**src/rtl/mem_pipe_ctrl.sv**
```systemverilog
// Hazard/sequencing control for the F-D-E-M1-M2-W core: forwarding selects, stall/flush, dmem handshake.
// Latency: all controls are combinational from inputs and FSM state; the handshake FSM updates once per clock.
// Backpressure: dmem_ready low holds F..M1 and bubbles M2, bounded by TIMEOUT. Optional MEM_PIPE_CTRL_PERF_EN adds perf counters.
module mem_pipe_ctrl #(
    parameter int TIMEOUT = 16,
    parameter int CNT_W   = 5
) (
    input  logic       clk,
    input  logic       rst,
    input  logic [4:0] rs1_d,
    input  logic [4:0] rs2_d,
    input  logic [4:0] rs1_e,
    input  logic [4:0] rs2_e,
    input  logic [4:0] rd_e,
    input  logic [4:0] rd_m1,
    input  logic [4:0] rd_m2,
    input  logic [4:0] rd_w,
    input  logic       reg_write_e,
    input  logic       reg_write_m1,
    input  logic       reg_write_m2,
    input  logic       reg_write_w,
    input  logic [1:0] result_src_e,
    input  logic [1:0] result_src_m1,
    input  logic       mem_write_m1,
    input  logic       pc_src_e,
    input  logic       dmem_ready,
    output logic       stall_f,
    output logic       stall_d,
    output logic       stall_e,
    output logic       stall_m1,
    output logic       flush_d,
    output logic       flush_e,
    output logic       flush_m2,
    output logic [1:0] forward_a_e,
    output logic [1:0] forward_b_e,
    output logic       dmem_req,
    output logic       dmem_err
`ifdef MEM_PIPE_CTRL_PERF_EN
    ,
    output logic [31:0] perf_lu_stalls,
    output logic [31:0] perf_mem_stalls,
    output logic [31:0] perf_flushes
`endif
);

    typedef enum logic {S_IDLE, S_WAIT} state_t;

    state_t           state;
    logic [CNT_W-1:0] wait_cnt;
    logic             memop;
    logic             hz_e;
    logic             hz_m1;
    logic             hz;
    logic             timeout_hit;
    logic             mstall;

    function automatic logic [1:0] fwd_sel(
        input logic [4:0] rs,
        input logic       m1_hit,
        input logic       m2_hit,
        input logic       w_hit
    );
        if (rs == 5'd0)  return 2'b00;
        else if (m1_hit) return 2'b11;
        else if (m2_hit) return 2'b10;
        else if (w_hit)  return 2'b01;
        else             return 2'b00;
    endfunction

    always_comb begin
        forward_a_e = fwd_sel(rs1_e,
                              reg_write_m1 && result_src_m1 == 2'b00 && rd_m1 == rs1_e,
                              reg_write_m2 && rd_m2 == rs1_e,
                              reg_write_w  && rd_w  == rs1_e);
        forward_b_e = fwd_sel(rs2_e,
                              reg_write_m1 && result_src_m1 == 2'b00 && rd_m1 == rs2_e,
                              reg_write_m2 && rd_m2 == rs2_e,
                              reg_write_w  && rd_w  == rs2_e);
    end

    // Any non-ALU result (load or PC+4) still in E or M1 is not yet forwardable to D's consumer.
    always_comb begin
        hz_e  = reg_write_e && result_src_e != 2'b00 && rd_e != 5'd0 &&
                (rd_e == rs1_d || rd_e == rs2_d);
        hz_m1 = reg_write_m1 && result_src_m1 != 2'b00 && rd_m1 != 5'd0 &&
                (rd_m1 == rs1_d || rd_m1 == rs2_d);
        hz    = hz_e || hz_m1;
        memop = result_src_m1 == 2'b01 || mem_write_m1;
    end

    // On timeout the op is released in the same cycle so M1 advances as if it completed.
    always_comb begin
        timeout_hit = state == S_WAIT && !dmem_ready && wait_cnt == CNT_W'(TIMEOUT);
        mstall      = !rst && !dmem_ready &&
                      ((state == S_IDLE && memop) || (state == S_WAIT && !timeout_hit));
        dmem_req    = !rst && (state == S_WAIT || memop);
        stall_f     = mstall || (!rst && hz && !pc_src_e);
        stall_d     = stall_f;
        stall_e     = mstall;
        stall_m1    = mstall;
        flush_m2    = mstall;
        flush_d     = !rst && !mstall && pc_src_e;
        flush_e     = !rst && !mstall && (pc_src_e || hz);
    end

    always_ff @(posedge clk) begin
        if (rst) begin
            state    <= S_IDLE;
            wait_cnt <= '0;
            dmem_err <= 1'b0;
        end else begin
            case (state)
                S_IDLE: begin
                    if (memop && !dmem_ready) begin
                        state    <= S_WAIT;
                        wait_cnt <= CNT_W'(1);
                    end
                end
                S_WAIT: begin
                    if (dmem_ready) begin
                        state    <= S_IDLE;
                        wait_cnt <= '0;
                    end else if (timeout_hit) begin
                        state    <= S_IDLE;
                        wait_cnt <= '0;
                        dmem_err <= 1'b1;
                    end else begin
                        wait_cnt <= wait_cnt + CNT_W'(1);
                    end
                end
                default: begin
                    state    <= S_IDLE;
                    wait_cnt <= '0;
                end
            endcase
        end
    end

`ifdef MEM_PIPE_CTRL_PERF_EN
    logic lu_evt;
    logic fl_evt;

    assign lu_evt = hz && !pc_src_e && !mstall;
    assign fl_evt = pc_src_e && !mstall;

    // Saturating event counters.
    always_ff @(posedge clk) begin
        if (rst) begin
            perf_lu_stalls  <= '0;
            perf_mem_stalls <= '0;
            perf_flushes    <= '0;
        end else begin
            if (lu_evt && perf_lu_stalls != '1)
                perf_lu_stalls <= perf_lu_stalls + 32'd1;
            if (mstall && perf_mem_stalls != '1)
                perf_mem_stalls <= perf_mem_stalls + 32'd1;
            if (fl_evt && perf_flushes != '1)
                perf_flushes <= perf_flushes + 32'd1;
        end
    end
`endif

endmodule

```
**config.mk**
```make
export PLATFORM = sky130hd
export DESIGN_NAME = mem_pipe_ctrl
export DESIGN_NICKNAME = d
export VERILOG_FILES = /design/src/rtl/mem_pipe_ctrl.sv
export SDC_FILE = /design/constraint.sdc
export NUM_CORES = 1
export LEC_CHECK = 0
export CAP_MARGIN = 40
export CORE_ASPECT_RATIO = 0.75
export CORE_MARGIN = 3
export CORE_UTILIZATION = 35
export CTS_BUF_LIST = sky130_fd_sc_hd__clkbuf_2
export CTS_CLUSTER_DIAMETER = 200
export DETAILED_ROUTE_END_ITERATION = 8
export GPL_TIMING_DRIVEN = 0
export PLACE_DENSITY = 0.83
export SLEW_MARGIN = 20
export SYNTH_ARGS = -nofsm -noshare
export SYNTH_HDL_FRONTEND = slang
export SYNTH_SLANG_ARGS = --single-unit
```
**constraint.sdc**
```tcl
create_clock -name clk -period 2.7 [get_ports clk]
set_clock_uncertainty 0.15 [all_clocks]
set_input_delay 0.54 -clock clk [delete_from_list [all_inputs] [get_ports clk]]
set_output_delay 0.54 -clock clk [all_outputs]
set_load 0.03 [all_outputs]
```
==> summary.txt <==
status = complete, no violations
Synth Instances = 145
multi-input logic area = 1020 um2
Final ANT Viol Nets = 0
crit path time final = 2.67 ns
final hold vios = 0
CP startpoint = result_src_m1[1]
grt total ovfl = 0
maximum root-to-sink buffer count = 2
delay of the slowest critical-path stage = 0.51 ns
sequential share of the synthesized area = 12.5%
worst path cell trace = dlygate4sd2_1 -> nor3b_2 -> nand3_1 -> or4_4 -> a21oi_2 -> buf_6
Crit Path Class = primary input to output pin
Lkg Pwr = 0.000855 uW
largest area contributor in the netlist = xor2_1
CP Capture Type = output pin
depth of the most critical reg-to-reg path = 5
CTS tree = yes
Reg2Reg Setup Slack = 0.99 ns
RePlAce Congestion = 0.851
PortBufs = 60
CTS Sinks = 7
# DRC = 0
Core Area = 3000 um2
crit path launch type = primary input
share of post-route cells with drive strength above 1 = 23.2%
total of fill cells in the finished design = 269
Iter 0 DRT Violations = 34
post-DR wirelength/cell = 14.2 um
crit share post-route = 99.0%
Layout area overhead = 69.1%
Die X-Extent = 71.4 um
top cells by area, synth = xor2_1 (33%), dfxtp_1 (12%), xnor2_1 (6.2%)
syn_nets = 200
final instance area = 1900 um2
area share of the largest cell type after synthesis = 32.8%
die height = 55.0 um
Ys Warns = 0
first-pass GRT wire length = 5780 um
Fmax = 0.374 GHz
Data required, critical path = 2.01 ns
initial antenna violation count = 0
library cells used by synthesis = 36
GRT Util Overall = 18.8%
pwr dens = 226 nW/um2
worst hold path type = flip-flop to flip-flop
largest net degree at the start of global routing = 11
Die ar. = 3930 um2
post-route core utilization = 63.3%
Synth Cell Area = 1120 um2
Vias/cell = 5.00
number of global-route vias before repair = 1271
FF/Latch Area = 140 um2
ant diodes = 0
Worst setup endpoint = forward_b_e[0]
Seq cells post-synth = 7
Nets = 267
Worst-Margin Slew = 0.327 ns
root buffer cell = clkbuf_2
Rel. slew slack = 78.0%
First-pass DRT Iterations = 4
DP Area = 1780 um2
total number of vias = 1244
io pins = 66
crit-path max FO = 3
Tot Pwr = 428 uW
Synth Area per Inst = 7.74 um2
H-tree depth reported by CTS = 1
Worst-path clk slew = 0.07 ns
routed wire length = 3530 um
Initial Utilization = 37.4%
Reg-to-Reg End = wait_cnt[2]
Core Rows = 17
cts hold-fix bufs = 0
RSZ-0062 raised after global routing = yes
final slew viol count = 0
CTS Buf Count = 3
max cap viols = 0
worst flop-to-flop path startpoint = wait_cnt[0]
# setup viols final = 0
clk_lat worst skew = 0.23 ns
cell with the largest stage delay on the worst path = or4_4
peak supply drop = 190 uV
dpl hpwl = 2910 um
WP data arrival = 1.98 ns
-- cells in the final DEF (no fill, tap or decap), types with 2 or more instances in the layout --
cell	instances
a21oi_1	3
a21oi_2	4
buf_2	7
buf_4	7
buf_6	4
clkbuf_2	5
clkdlybuf4s15_2	4
clkdlybuf4s50_1	10
dfxtp_1	7
dlygate4sd2_1	27
dlymetal6s2s_1	10
ha_1	2
inv_1	3
nand3_1	6
nand4_1	2
nor2_1	16
nor2b_1	3
nor3_1	3
nor4_1	2
nor4_2	3
nor4_4	2
o21ai_1	3
o221ai_2	2
or3_1	2
or4_1	3
or4_4	3
xnor2_1	8
xor2_1	42
-- where the power goes --
part / internal (uW) / leakage, uW / switching [uW]
logic: 120 / 0.000781 / 120
clock network: 39.4 / 0.0000166 / 39.5
registers: 106 / 0.0000568 / 3.86
total: 265 / 0.000855 / 164
-- logic make-up after synthesis --
| logic type | Yosys count | share of synthesized area [%] |
|---|---|---|
| buf+inv | 12 | 6.13 |
| xor+xnor | 50 | 39.0 |
| simple gates | 53 | 26.6 |
| compound gates | 21 | 13.5 |
| flops | 7 | 12.5 |
| fa+ha+maj | 2 | 2.23 |
-- worst max-delay path, delay by kind of cell --
| family | cells | cell delay (ns) |
|---|---|---|
| AOI/OAI and AO/OA | 1 | 0.17 |
| buffers and inverters | 2 | 0.44 |
| and+or+nand+nor | 3 | 0.83 |
-- what timing repair did --
action | 4_1_cts | 5_1_grt
cloned | 0 | 0
pin swaps | 17 | 12
resized for setup | 108 | 13
buffers inserted | 2 | 0
setup endpoints to repair | 12 | 8
endpoints found under the hold margin | 0 | 0
-- layer usage --
layer | track usage, % | wire length, um
met1 | 25.4 | 1760
met2 | 30.6 | 1530
met3 | 5.60 | 230
met4 | 1.88 | 10
met5 | 0 | 0
-- worst min-delay path by stage --
| stage | startpoint | to | slack (ns) | cells past startpoint |
|---|---|---|---|---|
| after floorplan | wait_cnt[4] | wait_cnt[4] | 0.33 | 2 |
| after global placement | dmem_err | dmem_err | 0.30 | 2 |
| after detailed placement | dmem_err | dmem_err | 0.31 | 2 |
| after CTS | dmem_err | dmem_err | 0.32 | 2 |
| after global routing | dmem_err | dmem_err | 0.38 | 2 |
| final | dmem_err | dmem_err | 0.32 | 2 |
-- sequential cells by signal, indices dropped and copies added, names as in the netlist --
signal / flops
wait_cnt: 5
dmem_err: 1
state: 1
-- layout make-up --
type	count	share of cell area, %
buffer	9	3.10
multi-input combinational	126	54.0
timing repair buffer	62	31.4
tap	38	2.50
clock buffer	4	1.05
sequential	7	7.38
inverter	3	0.593
-- per-stage QoR --
stage	setup slack (ns)	instances	TNS (ns)	hold WS, ns
after detailed placement	-0.814	243	-8.06	0.308
final	0.0269	249	0	0.319
after global placement	-0.784	243	-7.82	0.302
after CTS	0.00661	249	0	0.322
after floorplan	0.0721	145	0	0.326
after global routing	-0.0160	249	-0.0160	0.382
-- synthesized netlist by cell type --
cell type,n
nand4_1,2
a22oi_1,1
xnor2_1,8
nor4_2,2
clkbuf_1,1
o221ai_1,1
a31o_1,1
nor3b_1,1
nor2_1,16
o21ba_2,1
a21oi_1,7
o22ai_1,1
a22oi_2,1
o32ai_1,1
dfxtp_1,7
and2_1,1
nor4_1,5
nand3_1,6
buf_2,4
or3_1,2
o221ai_2,1
o21a_1,1
or4_1,6
nand2b_1,1
buf_4,3
nor3_1,5
o21ai_1,3
nand2_1,1
nor2b_1,4
buf_6,1
inv_1,3
or3b_1,1
o22a_1,1
xor2_1,42
a21o_1,1
ha_1,2
Note: power is estimated with default switching activity, not from simulation.
